**src/rtl/turbo_rsc_encoder.sv**
```systemverilog
// Dual 8-state RSC encoder (g0=1+D2+D3, g1=1+D+D3) with 3-step trellis termination per block.
// All outputs registered one cycle after the accepted input; there is no backpressure, and input arriving during TAIL/DONE is dropped and flagged.
module turbo_rsc_encoder #(
   parameter int BLOCK_LEN = 4096,
   parameter int CNT_W     = 12
) (
   input  logic clk,
   input  logic reset_n,
   input  logic bin_in,
   input  logic bin_int_in,
   input  logic valid_in,
   input  logic mode_in,
   output logic sys_out,
   output logic sys_int_out,
   output logic par1_out,
   output logic par2_out,
   output logic valid_out,
   output logic tail_out,
   output logic block_done,
   output logic err_out
);

   typedef enum logic [1:0] {IDLE, DATA, TAIL, DONE} state_t;

   typedef struct packed {
      logic sys;
      logic sys_int;
      logic par1;
      logic par2;
      logic vld;
      logic tail;
      logic done;
   } out_t;

   localparam logic [CNT_W-1:0] LAST_CNT = CNT_W'(BLOCK_LEN - 1);

   state_t           state_q, state_d;
   logic [CNT_W-1:0] cnt_q, cnt_d;
   logic [1:0]       tcnt_q, tcnt_d;
   logic [2:0]       enc1_q, enc1_d, enc2_q, enc2_d;
   logic             mode_q;
   logic             err_q, err_d;
   out_t             out_q, out_d;

   logic [4:0]       st1, st2;
   logic             accept, last_bit, mode_rise, in_tail;

   // State is {d3,d2,d1}; returns {effective input, parity, next state}.
   // In tail mode the input cancels the feedback so the register drains to zero.
   function automatic logic [4:0] rsc_step(input logic [2:0] s, input logic u, input logic tail);
      logic ue;
      logic a;
      ue = tail ? (s[1] ^ s[2]) : u;
      a  = ue ^ s[1] ^ s[2];
      return {ue, a ^ s[0] ^ s[2], s[1], s[0], a};
   endfunction

   always_comb begin
      in_tail   = (state_q == TAIL);
      st1       = rsc_step(enc1_q, bin_in, in_tail);
      st2       = rsc_step(enc2_q, bin_int_in, in_tail);
      accept    = valid_in && (state_q == IDLE || state_q == DATA);
      last_bit  = (cnt_q == LAST_CNT);
      mode_rise = mode_in && !mode_q;
   end

   always_comb begin
      state_d = state_q;
      cnt_d   = cnt_q;
      tcnt_d  = tcnt_q;
      enc1_d  = enc1_q;
      enc2_d  = enc2_q;
      out_d   = '0;
      err_d   = err_q | (valid_in && (state_q == TAIL || state_q == DONE));

      if (accept) begin
         enc1_d     = st1[2:0];
         enc2_d     = st2[2:0];
         out_d.sys  = bin_in;
         out_d.par1 = st1[3];
         out_d.par2 = st2[3];
         out_d.vld  = 1'b1;
         // Saturate at the final bit so the counter can never wrap.
         cnt_d      = last_bit ? cnt_q : cnt_q + 1'b1;
      end

      case (state_q)
         IDLE: begin
            tcnt_d = '0;
            if (accept) state_d = last_bit ? TAIL : DATA;
         end
         DATA: begin
            if ((accept && last_bit) || mode_rise) begin
               state_d = TAIL;
               tcnt_d  = '0;
            end
         end
         TAIL: begin
            enc1_d        = st1[2:0];
            enc2_d        = st2[2:0];
            out_d.sys     = st1[4];
            out_d.sys_int = st2[4];
            out_d.par1    = st1[3];
            out_d.par2    = st2[3];
            out_d.vld     = 1'b1;
            out_d.tail    = 1'b1;
            tcnt_d        = tcnt_q + 2'd1;
            if (tcnt_q == 2'd2) state_d = DONE;
         end
         DONE: begin
            out_d.done = 1'b1;
            cnt_d      = '0;
            tcnt_d     = '0;
            state_d    = IDLE;
         end
         default: state_d = IDLE;
      endcase
   end

   always_ff @(posedge clk or negedge reset_n) begin
      if (!reset_n) begin
         state_q <= IDLE;
         cnt_q   <= '0;
         tcnt_q  <= '0;
         enc1_q  <= '0;
         enc2_q  <= '0;
         mode_q  <= 1'b0;
         err_q   <= 1'b0;
         out_q   <= '0;
      end else begin
         state_q <= state_d;
         cnt_q   <= cnt_d;
         tcnt_q  <= tcnt_d;
         enc1_q  <= enc1_d;
         enc2_q  <= enc2_d;
         mode_q  <= mode_in;
         err_q   <= err_d;
         out_q   <= out_d;
      end
   end

   assign sys_out     = out_q.sys;
   assign sys_int_out = out_q.sys_int;
   assign par1_out    = out_q.par1;
   assign par2_out    = out_q.par2;
   assign valid_out   = out_q.vld;
   assign tail_out    = out_q.tail;
   assign block_done  = out_q.done;
   assign err_out     = err_q;

endmodule
```
**config.mk**
```make
export PLATFORM = sky130hd
export DESIGN_NAME = turbo_rsc_encoder
export DESIGN_NICKNAME = d
export VERILOG_FILES = /design/src/rtl/turbo_rsc_encoder.sv
export SDC_FILE = /design/constraint.sdc
export NUM_CORES = 1
export LEC_CHECK = 0
export CAP_MARGIN = 20
export CELL_PAD_IN_SITES_DETAIL_PLACEMENT = 1
export CELL_PAD_IN_SITES_GLOBAL_PLACEMENT = 1
export CORE_MARGIN = 2
export CORE_UTILIZATION = 48
export DETAILED_ROUTE_END_ITERATION = 16
export HOLD_SLACK_MARGIN = 0.12
export PLACE_DENSITY_LB_ADDON = 0.12
export SETUP_SLACK_MARGIN = 0.1
export SYNTH_ARGS = -nofsm -noshare
export SYNTH_HDL_FRONTEND = slang
export SYNTH_SLANG_ARGS = --single-unit
```
**constraint.sdc**
```tcl
create_clock -name clk -period 4.5 [get_ports clk]
set_clock_uncertainty 0.05 [all_clocks]
set_input_delay 0.9 -clock clk [delete_from_list [all_inputs] [get_ports clk]]
set_output_delay 0.9 -clock clk [all_outputs]
set_load 0.01 [all_outputs]
```
==> run metrics <==
slowest stage cell, crit path or4_4; CTS tree done; WP data required 4.67 ns; setup TNS 0 ns; DRC violations left 0; post-synth top area share 0.4736; Async S/R FF share, synth 1.000; post-route cell area 1894 µm²; gr usage total 0.2044; worst vdd ir 0.3961 mV; initial antenna violation count 0; Initial Util 0.4947; # resized after CTS 0; hold slack final 0.4286 ns; first-pass GRT wire length 6.230 mm; Hold Vio Cnt, Final 0; Placed Cells incl. Taps 210; Max-Cap Viols 0; post-route ant nets 0; Worst Max-Slew Pin Slew 0.9215 ns; PD cells 601.6 nW/µm²; Bufs on Longest Clock Path 2; crit path DAT 2.82 ns; clk sink count 31; dpl hpwl 2.606 mm; post-synthesis sequential area ratio 0.4736; post-DR wirelength/cell 16.17 µm; Top FF cell, synth dfrtp_1; most common cell after layout, fill and taps aside dfrtp_1; Layout area overhead 15.66%; fillers roughly 390; Worst slew margin 0.3681; clk root buf clkbuf_4; Layout Utilization 0.5722; Crit path max-delay family simple AND/OR/NAND/NOR gates; crit end category flip-flop; core outline area 3311 µm²; pin count of the biggest net entering global routing 32; Yosys warnings 0; Critical path buffers and inverters 1; Setup CP Type input port to flip-flop; Setup Viol. Count Final 0; Buffers on Ports 13; fin crit share 0.5879; fin crit period approximately 2.6 ns; cell leakage power 0.7795 nW; share of cells above drive strength 1 0.1047; most frequent cells in the layout dfrtp_1, clkdlybuf4s50_1, nand2_1; Std-Cell Rows 21; Die Wd ~62 µm; worst setup margin between 1.5 and 2 ns; cts hold-fix bufs 0; crit-path cells clkdlybuf4s50_1, mux2i_1, or4_4, o21ba_1, a211oi_1; post-synth net total 164; H-tree levels 2; die area 3896 µm²; Post-synth EDFFs 0; Post CTS Setup Buffer Count 0; Iter 0 DRT Violations 28; #FFs+latches synth 31; Total Power between 1 and 1.5 mW; number of global-route vias before repair 1382; post-synthesis cell count about 150; Worst setup SP type input port; max-slew violations 0; final non-filler cell total 218; gpl congestion between 0.8 and 0.9; CP max stage delay 0.64 ns; leading area contributor after synthesis dfrtp_1; diodes inserted 0; Ports 14; Placed Area around 1800 µm²; Worst-Skew Late Latency approximately 0.32 ns; grt ovf 0; max frequency 378.0 MHz; Die H 62.42 µm; Via Count 1246; status completed; crit path max fanout 11; Area contributors post-synth dfrtp_1, mux2i_1, ha_1; DR pass1 iterations 4; Synth Area per Inst ~11 µm²; RSZ-0062 raised after global routing no; post-place setup slack roughly 1.5 ns; worst min-delay path class flip-flop to flip-flop; Yosys cell types 39; post-synthesis cell area around 1600 µm²; fin nets 183; clock buffer count from CTS 5; routed wire length approximately 3.5 mm; Worst-path clk slew 0.09 ns; Via density 5.716
metal layers:
metal / share of wire / up-vias / track usage
met3: 0.038 / 2 / 0.05586
met1: 0.45 / 623 / 0.2432
met2: 0.51 / 25 / 0.3642
met5: 0 / - / 0
li1: - / 596 / -
met4: 0.0054 / 0 / 0.05278
synthesized netlist by cell type (5+ instances only):
cell type	instances
dfrtp_1	31
nand2_1	9
inv_1	8
mux2i_1	8
o21ai_0	8
nor3_1	7
a21oi_1	6
ha_1	6
mux2_2	6
xnor2_1	6
nand3_1	5
nor2_1	5
where the power goes:
part	total, mW	switching [mW]	internal [mW]
logic	0.485	0.241	0.244
registers	0.472	0.100	0.372
clock network	0.182	0.0900	0.0919
total	1.14	0.431	0.708
path summary, 6_finish.rpt:
path	to	startpoint	slack, ns	cells past startpoint
max in group asynchronous	enc2_q[0]	reset_n	3.18	2
max reg2reg	state_q[0]	cnt_q[0]	2.45	5
min reg2reg	err_out	err_out	0.43	1
min in group asynchronous	cnt_q[3]	reset_n	0.93	2
max	cnt_q[10]	valid_in	1.85	5
min	err_out	err_out	0.43	1
cell type report:
class                   instances  area [µm²]  share of cell area
clock buffers                   8       68.82             0.03633
multi-input cells             111       824.5              0.4353
well taps                      46       57.56             0.03038
flip-flops and latches         31       775.7              0.4095
repair buffers                 14       137.6             0.07266
inverters                       8       30.03             0.01585
state kept, by name, indices dropped and copies added (netlist names):
| name | flops |
|---|---|
| block_done | 1 |
| cnt_q | 12 |
| enc1_q | 3 |
| enc2_q | 3 |
| err_out | 1 |
| mode_q | 1 |
| par1_out | 1 |
| par2_out | 1 |
| state_q | 2 |
| sys_int_out | 1 |
| sys_out | 1 |
| tail_out | 1 |
| tcnt_q | 2 |
| valid_out | 1 |
cells by family after synthesis:
kind of cell	synth area share
simple gates	0.1757
compound gates	0.1314
mux	0.09702
buf+inv	0.02292
fa+ha+maj	0.04584
xor+xnor	0.05347
flops	0.4736
worst register-to-register path: cells and delay by family, from the launching register on:
family | cells | cell delay (ns)
AOI/OAI and AO/OA | 1 | 0.14
adders and majority gates | 1 | 0.32
DFF | 1 | 0.43
muxes | 1 | 0.28
and+or+nand+nor | 2 | 0.70
(Power assumes the default switching activity.)
